<file path="src/rtl/reg_wb_arbiter.sv">
// Write-port controller for the register bank: zero-clears x1..x31 after reset, then
// round-robin arbitrates ALU and load writebacks and tracks pending writes for decode.
module reg_wb_arbiter #(
    parameter int unsigned WIDTH_ADDR_LENGTH = 5,
    parameter int unsigned WIDTH_DATA_LENGTH = 32,
    parameter int unsigned NUM_REG_BANK      = 32
) (
    input  logic                         clk,
    input  logic                         rst,
    input  logic                         AluValid,
    input  logic [WIDTH_ADDR_LENGTH-1:0] AluAddr,
    input  logic [WIDTH_DATA_LENGTH-1:0] AluData,
    output logic                         AluReady,
    input  logic                         MemValid,
    input  logic [WIDTH_ADDR_LENGTH-1:0] MemAddr,
    input  logic [WIDTH_DATA_LENGTH-1:0] MemData,
    output logic                         MemReady,
    input  logic                         IssueValid,
    input  logic [WIDTH_ADDR_LENGTH-1:0] IssueAddr,
    output logic                         IssueReady,
    input  logic [WIDTH_ADDR_LENGTH-1:0] RsA,
    input  logic [WIDTH_ADDR_LENGTH-1:0] RsB,
    output logic                         BusyA,
    output logic                         BusyB,
    output logic                         RegWEn,
    output logic [WIDTH_ADDR_LENGTH-1:0] AddrD,
    output logic [WIDTH_DATA_LENGTH-1:0] DataD,
    output logic                         InitDone
);

    typedef enum logic [0:0] {StInit, StRun} state_e;

    localparam logic [WIDTH_ADDR_LENGTH-1:0] LastReg = WIDTH_ADDR_LENGTH'(NUM_REG_BANK - 1);

    state_e                         state_q, state_d;
    logic [WIDTH_ADDR_LENGTH-1:0]   cnt_q, cnt_d;
    logic                           last_mem_q, last_mem_d;
    logic [NUM_REG_BANK-1:0]        pending_q, pending_d;
    logic                           wen_q, wen_d;
    logic [WIDTH_ADDR_LENGTH-1:0]   addr_q, addr_d;
    logic [WIDTH_DATA_LENGTH-1:0]   data_q, data_d;
    logic                           done_q, done_d;

    logic                           in_run;
    logic                           grant_alu;
    logic                           grant_mem;
    logic                           xfer;
    logic [WIDTH_ADDR_LENGTH-1:0]   w_addr;
    logic [WIDTH_DATA_LENGTH-1:0]   w_data;

    assign in_run = (state_q == StRun);

    // On a tie the requester not named by the last-grant pointer wins.
    assign grant_alu = in_run && AluValid && (!MemValid || last_mem_q);
    assign grant_mem = in_run && MemValid && (!AluValid || !last_mem_q);
    assign xfer      = grant_alu || grant_mem;
    assign w_addr    = grant_mem ? MemAddr : AluAddr;
    assign w_data    = grant_mem ? MemData : AluData;

    assign AluReady   = grant_alu;
    assign MemReady   = grant_mem;
    assign IssueReady = in_run;
    assign BusyA      = pending_q[RsA];
    assign BusyB      = pending_q[RsB];
    assign RegWEn     = wen_q;
    assign AddrD      = addr_q;
    assign DataD      = data_q;
    assign InitDone   = done_q;

    always_comb begin
        state_d    = state_q;
        cnt_d      = cnt_q;
        last_mem_d = last_mem_q;
        pending_d  = pending_q;
        wen_d      = 1'b0;
        addr_d     = addr_q;
        data_d     = data_q;
        done_d     = done_q;
        unique case (state_q)
            StInit: begin
                wen_d  = 1'b1;
                addr_d = cnt_q;
                data_d = '0;
                cnt_d  = cnt_q + WIDTH_ADDR_LENGTH'(1);
                if (cnt_q == LastReg) begin
                    state_d = StRun;
                    done_d  = 1'b1;
                end
            end
            StRun: begin
                if (xfer) begin
                    wen_d      = (w_addr != '0);
                    addr_d     = w_addr;
                    data_d     = w_data;
                    last_mem_d = grant_mem;
                    pending_d[w_addr] = 1'b0;
                end
                // Applied after the clear so a same-edge issue keeps the bit for the newer writer.
                if (IssueValid && (IssueAddr != '0)) begin
                    pending_d[IssueAddr] = 1'b1;
                end
            end
            default: state_d = StInit;
        endcase
        pending_d[0] = 1'b0;
    end

    always_ff @(posedge clk) begin
        if (rst) begin
            state_q    <= StInit;
            cnt_q      <= WIDTH_ADDR_LENGTH'(1);
            last_mem_q <= 1'b1;
            pending_q  <= '0;
            wen_q      <= 1'b0;
            addr_q     <= '0;
            data_q     <= '0;
            done_q     <= 1'b0;
        end else begin
            state_q    <= state_d;
            cnt_q      <= cnt_d;
            last_mem_q <= last_mem_d;
            pending_q  <= pending_d;
            wen_q      <= wen_d;
            addr_q     <= addr_d;
            data_q     <= data_d;
            done_q     <= done_d;
        end
    end

endmodule

</file>
<file path="config.mk">
export PLATFORM = sky130hd
export DESIGN_NAME = reg_wb_arbiter
export DESIGN_NICKNAME = d
export VERILOG_FILES = /design/src/rtl/reg_wb_arbiter.sv
export SDC_FILE = /design/constraint.sdc
export NUM_CORES = 1
export LEC_CHECK = 0
export ABC_AREA = 1
export CORE_ASPECT_RATIO = 1.25
export CORE_UTILIZATION = 35
export DETAILED_ROUTE_END_ITERATION = 10
export GPL_ROUTABILITY_DRIVEN = 0
export PLACE_DENSITY = 0.75
export SLEW_MARGIN = 10
export SYNTH_ARGS = -nofsm -noshare
export SYNTH_HDL_FRONTEND = slang
export SYNTH_SLANG_ARGS = --single-unit
</file>
<file path="constraint.sdc">
create_clock -name clk -period 2.65 [get_ports clk]
set_input_delay 0.53 -clock clk [delete_from_list [all_inputs] [get_ports clk]]
set_output_delay 0.53 -clock clk [all_outputs]
set_load 0.05 [all_outputs]
</file>
[Word level (Yosys, flattened, before mapping)]
Cells that the tools add are included.
Cells by class
  add/sub/neg operators: 1
  $lt $le $gt $ge: 6
  equality and inequality tests: 2
  multiplexer cells: 21
  bitwise logic cells: 4
  reductions and logical operators: 17
Operators by type and width (number)
  $mux W32: 5
  $pmux W32 S2: 1
  $and A32 B32 Y32: 1
  $not A32 Y32: 1
  $or A32 B32 Y32: 1
  $lt A5 B6 Y1 const B: 4
  $bmux W1 S5: 2
  $demux W1 S5: 2
  $ge A5 B1 Y1 const B: 2
  $mux W5: 2
  $pmux W5 S2: 1
  $reduce_bool A5 Y1: 2
  $logic_and A1 B1 Y1: 7
  $mux W1: 7
  $add A5 B1 Y5 const B: 1
  $eq A5 B5 Y1 const B: 1
  $reduce_and A2 Y1: 2
  $logic_not A1 Y1: 3
  $logic_or A1 B1 Y1: 3
  $ne A2 B1 Y1 const B: 1
  $pmux W1 S2: 1
  $not A1 Y1: 1
Word-level totals
  register bits after elaboration: 78
  input port bits: 94
  output and inout port bits: 44

[Logic depth before layout (Yosys ltp)]
  depth after elaboration: 14
  mapped depth: 12

[Least setup slack after synthesis]
Ideal clock, no wire load.
  path type: register to output
  start: register state_q, in the netlist IssueReady
  end: output port AluReady
  arrival time: 1.586 ns
  required time: 2.120 ns
  path slack: 0.534 ns
  stages on the path, launching flop included: 4
  buffers on the path: 1
  cells stage by stage: dfxtp_1 buf_6 o21ai_0 nor2_1
Between the ends
  cells in the longest elaborated chain, start to end: 2
Ends and longest elaborated chain
  from (decl): RTL line 35  | state_e state_q, state_d;
  from (signal assigned): RTL line 110  | state_q <= StInit;
  from (signal assigned): RTL line 119  | state_q <= state_d;
  $logic_and A1 B1 Y1 (2 in a row): RTL line 54  | assign grant_alu = in_run && AluValid && (!MemValid || last_mem_q);
  to (decl): RTL line 13  | output logic AluReady,
No other way between the ends.

[Final worst setup path]
  start: input port RsB[0]
  end: output port BusyB
Between the ends
  cells in the longest elaborated chain, start to end: 2
Ends and longest elaborated chain
  from (decl): RTL line 22  | input logic [WIDTH_ADDR_LENGTH-1:0] RsB,
  $bmux W1 S5: RTL line 64  | assign BusyB = pending_q[RsB];
  $mux W1 (implied by the code): RTL line 64
  to (decl): RTL line 24  | output logic BusyB,
No other way between the ends. The select of a mux whose other input is x is not followed.

==> reports/results.txt <==
Num CTS Buffers: 9
Placed Instance Area: 5764 µm²
Final period utilization: 93.63%
Sequential area share after synthesis: 36.81%
Final clock skew: 7.332 ps
Drt drc: 0
Die Ht: 124.3 µm
Share of layout cells above drive strength 1: 7.895%
H-tree levels: 3
Starting Density: 36.05%
GRT Util Overall: 21.14%
WS Path Type: input port to output pin
Post-synth ARST share: 0%
# diodes: 0
Largest net degree at the start of global routing: 43
Startpoint Class: input port
WL final: 12730 µm
Via count: 4699
Clock transition at path regs: 60 ps
Syn Inst Count: 661
Post-DP HPWL: 9356 µm
Max-cap violations: 0
Total setup buffers inserted after CTS: 0
Crit-path max FO: 17
Port bufs: 137
Fin. Hold Viols: 0
Ys flop type: dfxtp_1
Slowest cell on crit path: clkdlybuf4s50_1
CTS sink cnt: 77
Clock Tree Buf Depth: 2
Bufs and invs on worst path: 4
Minimum clock period: 2481 ps
Post-DRT Antenna Nets: 0
Initial DRC count: 296
Critical path, cell by cell: clkdlybuf4s50_1 > inv_1 > buf_12 > nor2_1 > nor2_1 > o31ai_1 > nand2_1 > nand2_1 > nand2_1 > buf_12
Syn Std Cell Area: 4188 µm²
Syn nets: 757
Power consumption: 2.813 mW
Slew Limit Fails: 0
Site row count: 44
Core area: 11620 µm²
Flops & latches, synth: 77
Router iterations before antenna repair: 5
Pwr dens: 461.9 nW/µm²
Fill count: 1149
EDFF count, synth: 0
TritonCTS clock tree: built
Max stage delay on crit path: 470 ps
Area of the multi-input gates: 2327 µm²
Final #Nets: 889
Total number of yosys warnings: 0
Crit path max-delay family: buffers and inverters
Area Growth Syn to Fin: 45.44%
FF+latch area: 1541 µm²
Min-Delay Path Class: flip-flop to flip-flop
Worst slew pin tran: 622.0 ps
Antenna violations before repair: 0
First-pass GRT wire length: 21060 µm
Fin util: 52.43%
Vias in the first global route: 4380
Clock Latency Late Sink: 330 ps
Post-route cell area: 6091 µm²
Unrepaired setup endpoints after global routing: false
Chip Width: 99.84 µm
Status: complete, no violations
CP endpoint kind: output pin
DIE AREA: 12410 µm²
Worst rel slew slack: 58.31%
Leak Pwr: 2.232 nW
Post-CTS Resized: 0
Most numerous cell on the critical path: nand2_1
Setup TNS: 0 ps
Yosys cell types: 30
DR vias/cell: 4.900
FMAX: 0.4030 GHz
CTS Hold Bufs: 0
Syn avg cell area: 6.336 µm²
Boundary Pins: 138
Max VDD drop: 0.3296 mV
WP data required: 2120 ps
Arr. time, crit path: 1950 ps
CTS root buf: clkbuf_16
GR Overflow Total: 0
Avg WL per Cell: 13.28 µm
Final number of setup-violating endpoints: 0
synth_stat cells (3+ instances only):
master | instances | area share [%]
nand2_1 | 222 | 20
nor2_1 | 90 | 8.1
dfxtp_1 | 77 | 37
a21oi_1 | 75 | 9.0
nand3_1 | 38 | 4.5
inv_1 | 34 | 3.0
o21ai_1 | 29 | 3.5
o21ai_0 | 15 | 1.8
clkbuf_1 | 14 | 1.3
buf_2 | 9 | 1.1
nor2_2 | 7 | 1.0
a31oi_1 | 5 | 0.75
buf_6 | 5 | 1.3
nor3_1 | 5 | 0.60
inv_2 | 4 | 0.36
nand2_2 | 4 | 0.60
nor2_4 | 4 | 1.1
o211ai_1 | 4 | 0.72
nor3_2 | 3 | 0.72
o31ai_1 | 3 | 0.54
per-layer routing:
layer	vias up	global-route usage [%]	wire length (µm)
li1	2404	-	-
met1	2113	25.74	5357
met2	163	35.38	6174
met3	19	4.658	904
met4	0	9.170	297
met5	-	0	0
cells by family after synthesis:
| logic type | count (synthesis) | share of synthesized area [%] |
|---|---|---|
| simple gates | 378 | 37.73 |
| buf+inv | 69 | 7.618 |
| flops | 77 | 36.81 |
| fa+ha+maj | 2 | 0.5975 |
| compound gates | 135 | 17.24 |
cells in the final DEF (no fill, tap or decap), drive strengths merged:
| cell type | n |
|---|---|
| buf | 18 |
| o211ai | 4 |
| clkdlybuf4s50 | 131 |
| clkbuf | 13 |
| nand3 | 39 |
| dfxtp | 77 |
| a21oi | 77 |
| dlymetal6s2s | 1 |
| bufinv | 1 |
| clkinvlp | 1 |
| nand3b | 2 |
| nor4 | 1 |
| ha | 2 |
| nor3 | 8 |
| o21ai | 46 |
| o31ai | 3 |
| clkinv | 1 |
| inv | 40 |
| nor2 | 101 |
| nand2 | 227 |
| a31oi | 5 |
report_power, final:
| group | switching, mW | internal, mW | total (mW) |
|---|---|---|---|
| combinational | 0.171 | 0.194 | 0.364 |
| clock | 0.468 | 0.805 | 1.27 |
| sequential | 0.00720 | 1.17 | 1.18 |
| total | 0.646 | 2.17 | 2.81 |
metrics by stage:
| stage | setup WS (ps) | std cells | hold WS, ps |
|---|---|---|---|
| 3_3_place_gp | 141.9 | 942 | 450.9 |
| 6_report | 168.8 | 959 | 461.0 |
| 3_5_place_dp | 134.4 | 942 | 455.5 |
| 4_1_cts | 128.0 | 958 | 463.2 |
| 5_1_grt | 25.49 | 959 | 483.0 |
| 2_1_floorplan | 533.7 | 661 | 439.0 |
registers in the layout, summed over array words and instances, names as in the netlist:
name        cells
AddrD           5
DataD          32
InitDone        1
IssueReady      1
RegWEn          1
cnt_q           5
last_mem_q      1
pending_q      31
tightest hold or removal path, delay by kind of cell (launching register included):
family | cells | cell delay, ps
and+or+nand+nor | 1 | 60
AOI/OAI and AO/OA | 1 | 50
DFF | 1 | 310
worst paths after layout:
check | cells past startpoint | slack, ps | endpoint | from
worst min-delay path | 2 | 460 | DataD[10]$_SDFFE_PP0P_ | DataD[10]$_SDFFE_PP0P_
worst min register to register | 2 | 460 | DataD[10]$_SDFFE_PP0P_ | DataD[10]$_SDFFE_PP0P_
worst max-delay path | 10 | 170 | BusyB | RsB[0]
worst max register to register | 9 | 760 | pending_q[9]$_SDFFE_PP0P_ | IssueReady$_SDFF_PP0_
layout make-up:
type,instances,area share (%)
repair buffers,150,25.37
flip-flops and latches,77,25.31
clock inverters,3,0.6984
well taps,161,3.307
multi-input cells,515,38.21
inverters,40,2.671
clock buffers,13,4.437
Note: power is estimated with default switching activity, not from simulation.
